$ cat config.mk
export PLATFORM = sky130hd
export DESIGN_NAME = road_density_sensor
export DESIGN_NICKNAME = d
export VERILOG_FILES = /design/src/rtl/road_density_sensor.sv
export SDC_FILE = /design/constraint.sdc
export NUM_CORES = 1
export LEC_CHECK = 0
export ABC_AREA = 1
export CAP_MARGIN = 20
export CORE_MARGIN = 1.5
export CORE_UTILIZATION = 25
export DETAILED_ROUTE_END_ITERATION = 8
export GPL_TIMING_DRIVEN = 0
export PLACE_DENSITY = 0.42
export SLEW_MARGIN = 20
export SYNTH_ARGS = -nofsm -noshare
export SYNTH_HDL_FRONTEND = slang
export SYNTH_SLANG_ARGS = --single-unit
$ cat constraint.sdc
create_clock -name clock -period 4.2 [get_ports clock]
set_input_delay 0.63 -clock clock [delete_from_list [all_inputs] [get_ports clock]]
set_output_delay 0.63 -clock clock [all_outputs]
set_load 0.01 [all_outputs]
$ cat src/rtl/road_density_sensor.sv
// ============================================================================
// Module   : road_density_sensor
// Function : Per-road vehicle occupancy counters with hysteretic density codes
//            (EMPTY/LESS/MORE/FULL) for four roads. Optional DENSITY_ERR_EN
//            adds sticky drop flags (err) and a flag/occupancy clear (err_clr).
// Revision : 1.0 - initial release
// ============================================================================
`default_nettype none

module road_density_sensor #(
    parameter int CNT_W   = 5,
    parameter int LESS_TH = 1,
    parameter int MORE_TH = 6,
    parameter int FULL_TH = 12,
    parameter int HYST    = 2
) (
    input  logic                 clock,
    input  logic                 clear,
    input  logic [3:0]           arr,
    input  logic [3:0]           dep,
`ifdef DENSITY_ERR_EN
    input  logic                 err_clr,
    output logic [3:0]           err,
`endif
    output logic [2:0]           S1,
    output logic [2:0]           S2,
    output logic [2:0]           S3,
    output logic [2:0]           S4,
    output logic [4*CNT_W-1:0]   occ_all
);

    localparam logic [CNT_W-1:0] c_OCC_MAX   = '1;
    localparam logic [CNT_W-1:0] c_LESS_TH   = CNT_W'(LESS_TH);
    localparam logic [CNT_W-1:0] c_MORE_TH   = CNT_W'(MORE_TH);
    localparam logic [CNT_W-1:0] c_FULL_TH   = CNT_W'(FULL_TH);
    localparam logic [CNT_W-1:0] c_MORE_FALL = CNT_W'(MORE_TH - HYST);
    localparam logic [CNT_W-1:0] c_FULL_FALL = CNT_W'(FULL_TH - HYST);

    localparam logic [1:0] c_ST_EMPTY = 2'd0;
    localparam logic [1:0] c_ST_LESS  = 2'd1;
    localparam logic [1:0] c_ST_MORE  = 2'd2;
    localparam logic [1:0] c_ST_FULL  = 2'd3;

    localparam logic [2:0] c_CODE_EMPTY = 3'b000;
    localparam logic [2:0] c_CODE_LESS  = 3'b001;
    localparam logic [2:0] c_CODE_MORE  = 3'b011;
    localparam logic [2:0] c_CODE_FULL  = 3'b111;

    logic [3:0]  r_arr_hist;
    logic [3:0]  r_dep_hist;
    logic [3:0]  w_arr_rise;
    logic [3:0]  w_dep_rise;
    logic        w_occ_clr;
    logic [11:0] w_codes;

    always_ff @(posedge clock) begin
        if (!clear) begin
            r_arr_hist <= 4'b0000;
            r_dep_hist <= 4'b0000;
        end else begin
            r_arr_hist <= arr;
            r_dep_hist <= dep;
        end
    end

    assign w_arr_rise = arr & ~r_arr_hist;
    assign w_dep_rise = dep & ~r_dep_hist;

`ifdef DENSITY_ERR_EN
    assign w_occ_clr = err_clr;
`else
    assign w_occ_clr = 1'b0;
`endif

    generate
        for (genvar i = 0; i < 4; i++) begin : g_road
            logic [CNT_W-1:0] r_occ;
            logic [1:0]       r_state;
            logic [1:0]       w_state_nxt;
            logic [2:0]       w_code;
            logic             w_inc;
            logic             w_dec;

            // Coincident arrival and departure cancel, so only lone events move the count.
            assign w_inc = w_arr_rise[i] & ~w_dep_rise[i];
            assign w_dec = w_dep_rise[i] & ~w_arr_rise[i];

            always_ff @(posedge clock) begin
                if (!clear) begin
                    r_occ <= '0;
                end else if (w_occ_clr) begin
                    r_occ <= '0;
                end else if (w_inc && (r_occ != c_OCC_MAX)) begin
                    r_occ <= r_occ + CNT_W'(1);
                end else if (w_dec && (r_occ != '0)) begin
                    r_occ <= r_occ - CNT_W'(1);
                end
            end

            always_ff @(posedge clock) begin
                if (!clear) begin
                    r_state <= c_ST_EMPTY;
                end else begin
                    r_state <= w_state_nxt;
                end
            end

            // Level moves at most one step per clock, judged on the registered count.
            always_comb begin
                w_state_nxt = r_state;
                case (r_state)
                    c_ST_EMPTY: begin
                        if (r_occ >= c_LESS_TH) w_state_nxt = c_ST_LESS;
                    end
                    c_ST_LESS: begin
                        if (r_occ >= c_MORE_TH)  w_state_nxt = c_ST_MORE;
                        else if (r_occ == '0)    w_state_nxt = c_ST_EMPTY;
                    end
                    c_ST_MORE: begin
                        if (r_occ >= c_FULL_TH)       w_state_nxt = c_ST_FULL;
                        else if (r_occ < c_MORE_FALL) w_state_nxt = c_ST_LESS;
                    end
                    c_ST_FULL: begin
                        if (r_occ < c_FULL_FALL) w_state_nxt = c_ST_MORE;
                    end
                    default: w_state_nxt = c_ST_EMPTY;
                endcase
            end

            always_comb begin
                w_code = c_CODE_EMPTY;
                case (r_state)
                    c_ST_LESS: w_code = c_CODE_LESS;
                    c_ST_MORE: w_code = c_CODE_MORE;
                    c_ST_FULL: w_code = c_CODE_FULL;
                    default:   w_code = c_CODE_EMPTY;
                endcase
            end

            assign w_codes[i*3 +: 3]          = w_code;
            assign occ_all[i*CNT_W +: CNT_W]  = r_occ;

`ifdef DENSITY_ERR_EN
            logic r_err;
            logic w_drop;

            assign w_drop = (w_inc && (r_occ == c_OCC_MAX)) || (w_dec && (r_occ == '0));

            always_ff @(posedge clock) begin
                if (!clear) begin
                    r_err <= 1'b0;
                end else if (err_clr) begin
                    r_err <= 1'b0;
                end else if (w_drop) begin
                    r_err <= 1'b1;
                end
            end

            assign err[i] = r_err;
`endif
        end
    endgenerate

    assign S1 = w_codes[2:0];
    assign S2 = w_codes[5:3];
    assign S3 = w_codes[8:6];
    assign S4 = w_codes[11:9];

endmodule

`default_nettype wire

==> metrics.cfg, run 1 <==
[status]
status=finished clean

[global_route]
grt_start_max_net_pins=12
overflow=0
grtUsageTotal_pct=11.8
antenna_found_initial=0
grt_first_pass_wirelength_um=10600
grt_pass1_vias=2323

[power]
p_per_area_mw_per_mm2=449
pwr-share-comb_pct=45.8
power_switching_mw=0.594
ir_drop_mv=0.128
power_frac_clock_pct=22.4
p_int_mw=0.917
swShare_pct=39.3
leakagePower_nw=1.65
p_total_mw=1.51
pwr-share-seq_pct=31.8

[floorplanning]
io_pins=42
die_area_mm2=0.0113
die_h_um=106
die_w_um=106
coreArea_mm2=0.0103
initial_core_util_pct=25.7
rows=37

[flow_run]
maxCapViolCount=0

[sta]
max_clock_freq_ghz=0.481
rsz0062_at_grt=no
finalMaxSlewViolations=0
tightest_slew_ps=659
setup_viol=0
holdWs_ps=481
fin_tns_setup_ps=0
finalHoldViolations=0
slew_headroom_pct=56.1
fin_crit_sh_pct=49.6
min_period_ps=2080
clock_skew_ps=6.01

[place]
routabilityCongestion=0.820
portBuffers=41
place_area_mm2=0.00324
hpwl_um=5030

[cts]
cts_resized=0
clkTransAtPathRegs_ps=80
cts-root-buf=clkbuf_8
clock_latency_ps=290
ctsLongestPathBuffers=2
holdBufCountCts=0
cts_tree=built
cts_max_level=2
numCtsBuffers=5
cts.sinks=36
postCtsSetupBuffers=0

[critical_path]
critPathRequiredTime_ps=3570
crit_arrival_ps=1450
slowest_stage=clkdlybuf4s50_1
path_cells=clkdlybuf4s50_1
startpoint_type=flop
crit_type=reg -> out
slowest_delay_ps=620
critPathCaptureType=output port
worstPathMaxFanout=8
cp_top_family=buffers and inverters
crit_buf_inv=1

[yosys]
synth_seq_cells=36
syn-mean-instance-area_um2=6.40
netlist_area_mm2=0.00266
synth-main-ff-cell=dfxtp_1
syn-num-nets=447
ys_seq_area_share_pct=27.1
ys_warn_count=0
ys_types=33
synth_edf_count=0
async_flop_share_pct=0
syn-instance-count=415

[route]
drt_iter0_markers=57
drc=0
dr.pass1.iters=4
wl_per_cell_um=10.6
drt-total-wl_um=6360
drtAntennaViolNets=0
routed_via_density=4.28
vias=2570

[final_layout]
final_area_mm2=0.00336
nets=495
final_cell_mix=nand2_1 (105), inv_1 (59), nor2_1 (56)
final_common_cell=nand2_1
area_growth_pct=26.6
drive_gt1_share_pct=9.27
diodes=0

[hold_path]
worstHoldPathType=reg -> reg

final cells by class:
cell class | instances | area (um^2)
tap | 136 | 170
sequential | 36 | 721
clock inverter | 1 | 30.0
multi-input combinational | 303 | 1630
fill | 1150 | 6960
clock buffer | 7 | 96.3
timing repair buffer | 41 | 410
buffer | 10 | 56.3
inverter | 66 | 248
routing by layer:
| layer | share of wire, % | wire length [um] | vias to the layer above | GRT usage [%] |
|---|---|---|---|---|
| li1 | - | - | 1397 | - |
| met1 | 50 | 3160 | 1132 | 15.5 |
| met2 | 45 | 2850 | 34 | 19.2 |
| met3 | 4.3 | 271 | 7 | 2.64 |
| met4 | 1.2 | 74 | 0 | 3.47 |
| met5 | 0 | 0 | - | 0 |
path summary, 6_finish.rpt:
check / start / to / depth (start not counted) / slack [ps]
hold / removal: g_road[0].r_state[0] / g_road[0].r_state[0] / 2 / 480
hold reg to reg: g_road[0].r_state[0] / g_road[0].r_state[0] / 2 / 480
setup reg to reg: g_road[0].r_occ[0] / g_road[0].r_occ[3] / 8 / 2400
setup / recovery: g_road[2].r_occ[3] / occ_all[13] / 1 / 2120
per-stage QoR:
step	instances	utilization (%)	setup WS [ps]
6_report	600	32.6	2120
5_1_grt	600	32.6	2070
4_1_cts	600	32.6	2090
3_5_place_dp	592	31.4	1910
3_3_place_gp	592	31.4	1920
2_1_floorplan	415	-	2530
power by group through the flow:
stage	combinational [mW]	sequential, mW	clock [mW]
final	0.692	0.481	0.339
after detailed placement	0.700	0.490	0
after global placement	0.699	0.491	0
after floorplan	0.475	0.480	0
after CTS	0.702	0.482	0.353
after global routing	0.791	0.494	0.371
logic make-up (layout without fill, tap and decap cells):
kind of cell / Yosys count / in the layout / synth area share (%)
mux: 1 / 1 / 0.424
simple gates: 218 / 218 / 37.1
fa+ha+maj: 22 / 22 / 10.4
buf+inv: 76 / 125 / 11.4
xor+xnor: 8 / 8 / 2.64
flops: 36 / 36 / 27.1
compound gates: 54 / 54 / 11.0
cell usage after synthesis, types with 4 or more instances:
| library cell | number | area (um^2) |
|---|---|---|
| o21ai_1 | 9 | 45.0 |
| o21ai_0 | 14 | 70.1 |
| nand2_1 | 105 | 394 |
| nand3_2 | 4 | 40.0 |
| nor2_1 | 56 | 210 |
| nand3_1 | 24 | 120 |
| xor2_1 | 6 | 52.6 |
| nor2_2 | 8 | 50.1 |
| a21oi_1 | 24 | 120 |
| inv_1 | 59 | 221 |
| ha_1 | 22 | 275 |
| clkbuf_1 | 7 | 26.3 |
| dfxtp_1 | 36 | 721 |
| inv_2 | 7 | 26.3 |
state kept, by name, indices dropped and copies added (netlist names):
| signal | flops |
|---|---|
| r_arr_hist | 4 |
| g_road.r_state | 8 |
| r_dep_hist | 4 |
| g_road.r_occ | 20 |
Power figures use the tool's default switching activity.
==> inputs of run 2 (changes only) <==
clock period = 2.1 ns   (was 4.2 ns; I/O delays follow)
==> results of run 2 <==
Same layout as run 1 (identical final DEF). Status: finished clean.
Main changes from that run: setup slack after placement 1910 ps -> 125 ps; setup slack after layout 2120 ps -> 301 ps; start point of the critical path g_road[2].r_occ[3] -> g_road[0].r_occ[0]; end point of the critical path occ_all[13] -> g_road[0].r_occ[3]; register-to-register setup slack 2400 ps -> 300 ps; total power 1.51 mW -> 3.02 mW; worst IR drop on VDD 0.128 mV -> 0.256 mV
==> inputs of run 3 (changes only) <==
CORE_UTILIZATION = 45   (was 25)
PLACE_DENSITY = 0.68   (was 0.42)
==> run 3 against run 2 <==
  * Clock power is 12% lower
  * Design area shrank 2.9%
  * Setup slack got worse by 13 ps
  * Fmax shrank 0.71%
  * Wire length shrank 9.8%
  * Non-clock buffer count unchanged
  * Largest cell class unchanged
  * Critical path type unchanged
  * Combinational power barely moved
  * Die area down 43%
==> metrics.cfg, run 3 (synthesized netlist as in run 1, its figures left out) <==
[status]
status=finished clean

[critical_path]
slowest_stage=dfxtp_1
crit_top_cell=ha_1
cp-startpoint=g_road[1].r_occ[0]
reg2regPathDepth=7
startpoint_type=flop
reg2reg_slack_ps=290
crit_type=reg -> reg
crit_arrival_ps=2000
timing.rr.end=g_road[1].r_occ[3]
slowest_delay_ps=400
worstPathMaxFanout=8
cp_top_family=simple AND/OR/NAND/NOR gates
path_cells=ha_1 -> and3_1 -> ha_1 -> nand3b_1 -> or2_1 -> a21oi_1 -> nor2_1
crit_cells=7
crit_buf_inv=0
r2r_start=g_road[1].r_occ[0]
critPathCaptureType=flop
critPathRequiredTime_ps=2290
endpoint=g_road[1].r_occ[3]

[route]
drc=0
wl_met2_um=2680
wl_met3_um=170
drtAntennaViolNets=0
dr.pass1.iters=4
wl_per_cell_um=10.7
drt-total-wl_um=5730
wl_met1_um=2870
routed_via_density=4.78
drt_iter0_markers=77
highest_layer=met4
vias=2560

[final_layout]
fin_util_pct=58.2
drive_gt1_share_pct=9.05
largest_reg_flops=20
nets=495
final_cell_mix=nand2_1 (105), inv_1 (59), nor2_1 (56)
max_flop_register=g_road.r_occ
reg_top3=g_road.r_occ x20, g_road.r_state x8
final_common_cell=nand2_1
area_growth_pct=22.9
diodes=0

[cts]
cts.sinks=36
cts-root-buf=clkbuf_8
cts_resized=0
ctsLongestPathBuffers=2
holdBufCountCts=0
clkTransAtPathRegs_ps=80
cts_max_level=2
cts_tree=built
numCtsBuffers=5
clock_latency_ps=290
postCtsSetupBuffers=0

[place]
portBuffers=41
hpwl_um=4440
routabilityCongestion=0.859

[global_route]
overflow=0
antenna_found_initial=0
grt_pass1_vias=2298
grt_start_max_net_pins=12
grtUsageTotal_pct=19.4
grt_first_pass_wirelength_um=9920

[floorplanning]
die_area_mm2=0.00638
io_pins=42
die_h_um=79.9
rows=27
initial_core_util_pct=47.4
coreArea_mm2=0.00561
die_w_um=79.9

[sta]
setup_viol=0
clock_skew_ps=7.72
rsz0062_at_grt=no
slew_headroom_pct=59.1
fin_tns_setup_ps=0
finalHoldViolations=0
max_clock_freq_ghz=0.552
tightest_slew_ps=613
min_period_ps=1810
finalMaxSlewViolations=0
fin_crit_sh_pct=86.3

[power]
ir_drop_mv=0.491
leakagePower_nw=1.64
p_per_area_mw_per_mm2=898

[hold_path]
worstHoldPathType=reg -> reg

[flow_run]
maxCapViolCount=0

-- run 3: changes by cell type in the layout (fill, tap and decap cells not counted) --
cell / previous run / this run
clkbuf_8: 7 / 5
clkbuf_1: 7 / 8
clkinv_2: 0 / 1
-- run 3: tightest hold or removal path, stage by stage, from the launching register on --
cell and delay [ps]:
dfxtp_1 320, nand2_1 70, a21oi_1 50
-- run 3: layer usage --
layer / up-vias / GRT usage, %
met5: - / 0
met4: 0 / 3.62
met3: 2 / 4.69
met2: 29 / 32.4
met1: 1139 / 25.4
li1: 1390 / -
-- run 3: stage by stage --
step	hold WS [ps]	instances	area [um^2]	worst slack, ps	total power, mW
3_3_place_gp	469	528	3160	235	2.33
6_report	483	536	3270	289	2.93
3_5_place_dp	476	528	3160	230	2.35
2_1_floorplan	408	415	2660	434	1.91
4_1_cts	487	536	3270	303	2.96
5_1_grt	526	536	3270	156	3.22
-- run 3: where the power goes --
part	switching, mW	internal [mW]	total (mW)
clock	0.244	0.352	0.596
sequential	0.160	0.798	0.957
combinational	0.763	0.618	1.38
-- run 3: worst min-delay path by stage --
stage	from	end	slack [ps]	cells after the start
after floorplan	arr[0]	r_arr_hist[0]	410	2
after global placement	g_road[0].r_state[0]	g_road[0].r_state[0]	470	2
after detailed placement	g_road[0].r_state[0]	g_road[0].r_state[0]	480	2
after CTS	g_road[0].r_state[0]	g_road[0].r_state[0]	490	2
after global routing	g_road[0].r_state[0]	g_road[0].r_state[0]	530	2
final	g_road[0].r_state[0]	g_road[0].r_state[0]	480	2
-- run 3: final cells by class --
type / count / area [um^2]
Timing Repair Buffer: 41 / 410
Buffer: 10 / 56.3
Fill cell: 603 / 2340
Clock buffer: 6 / 72.6
Multi-Input combinational cell: 303 / 1630
Inverter: 66 / 248
Clock inverter: 2 / 35.0
Sequential cell: 36 / 721
Tap cell: 72 / 90.1
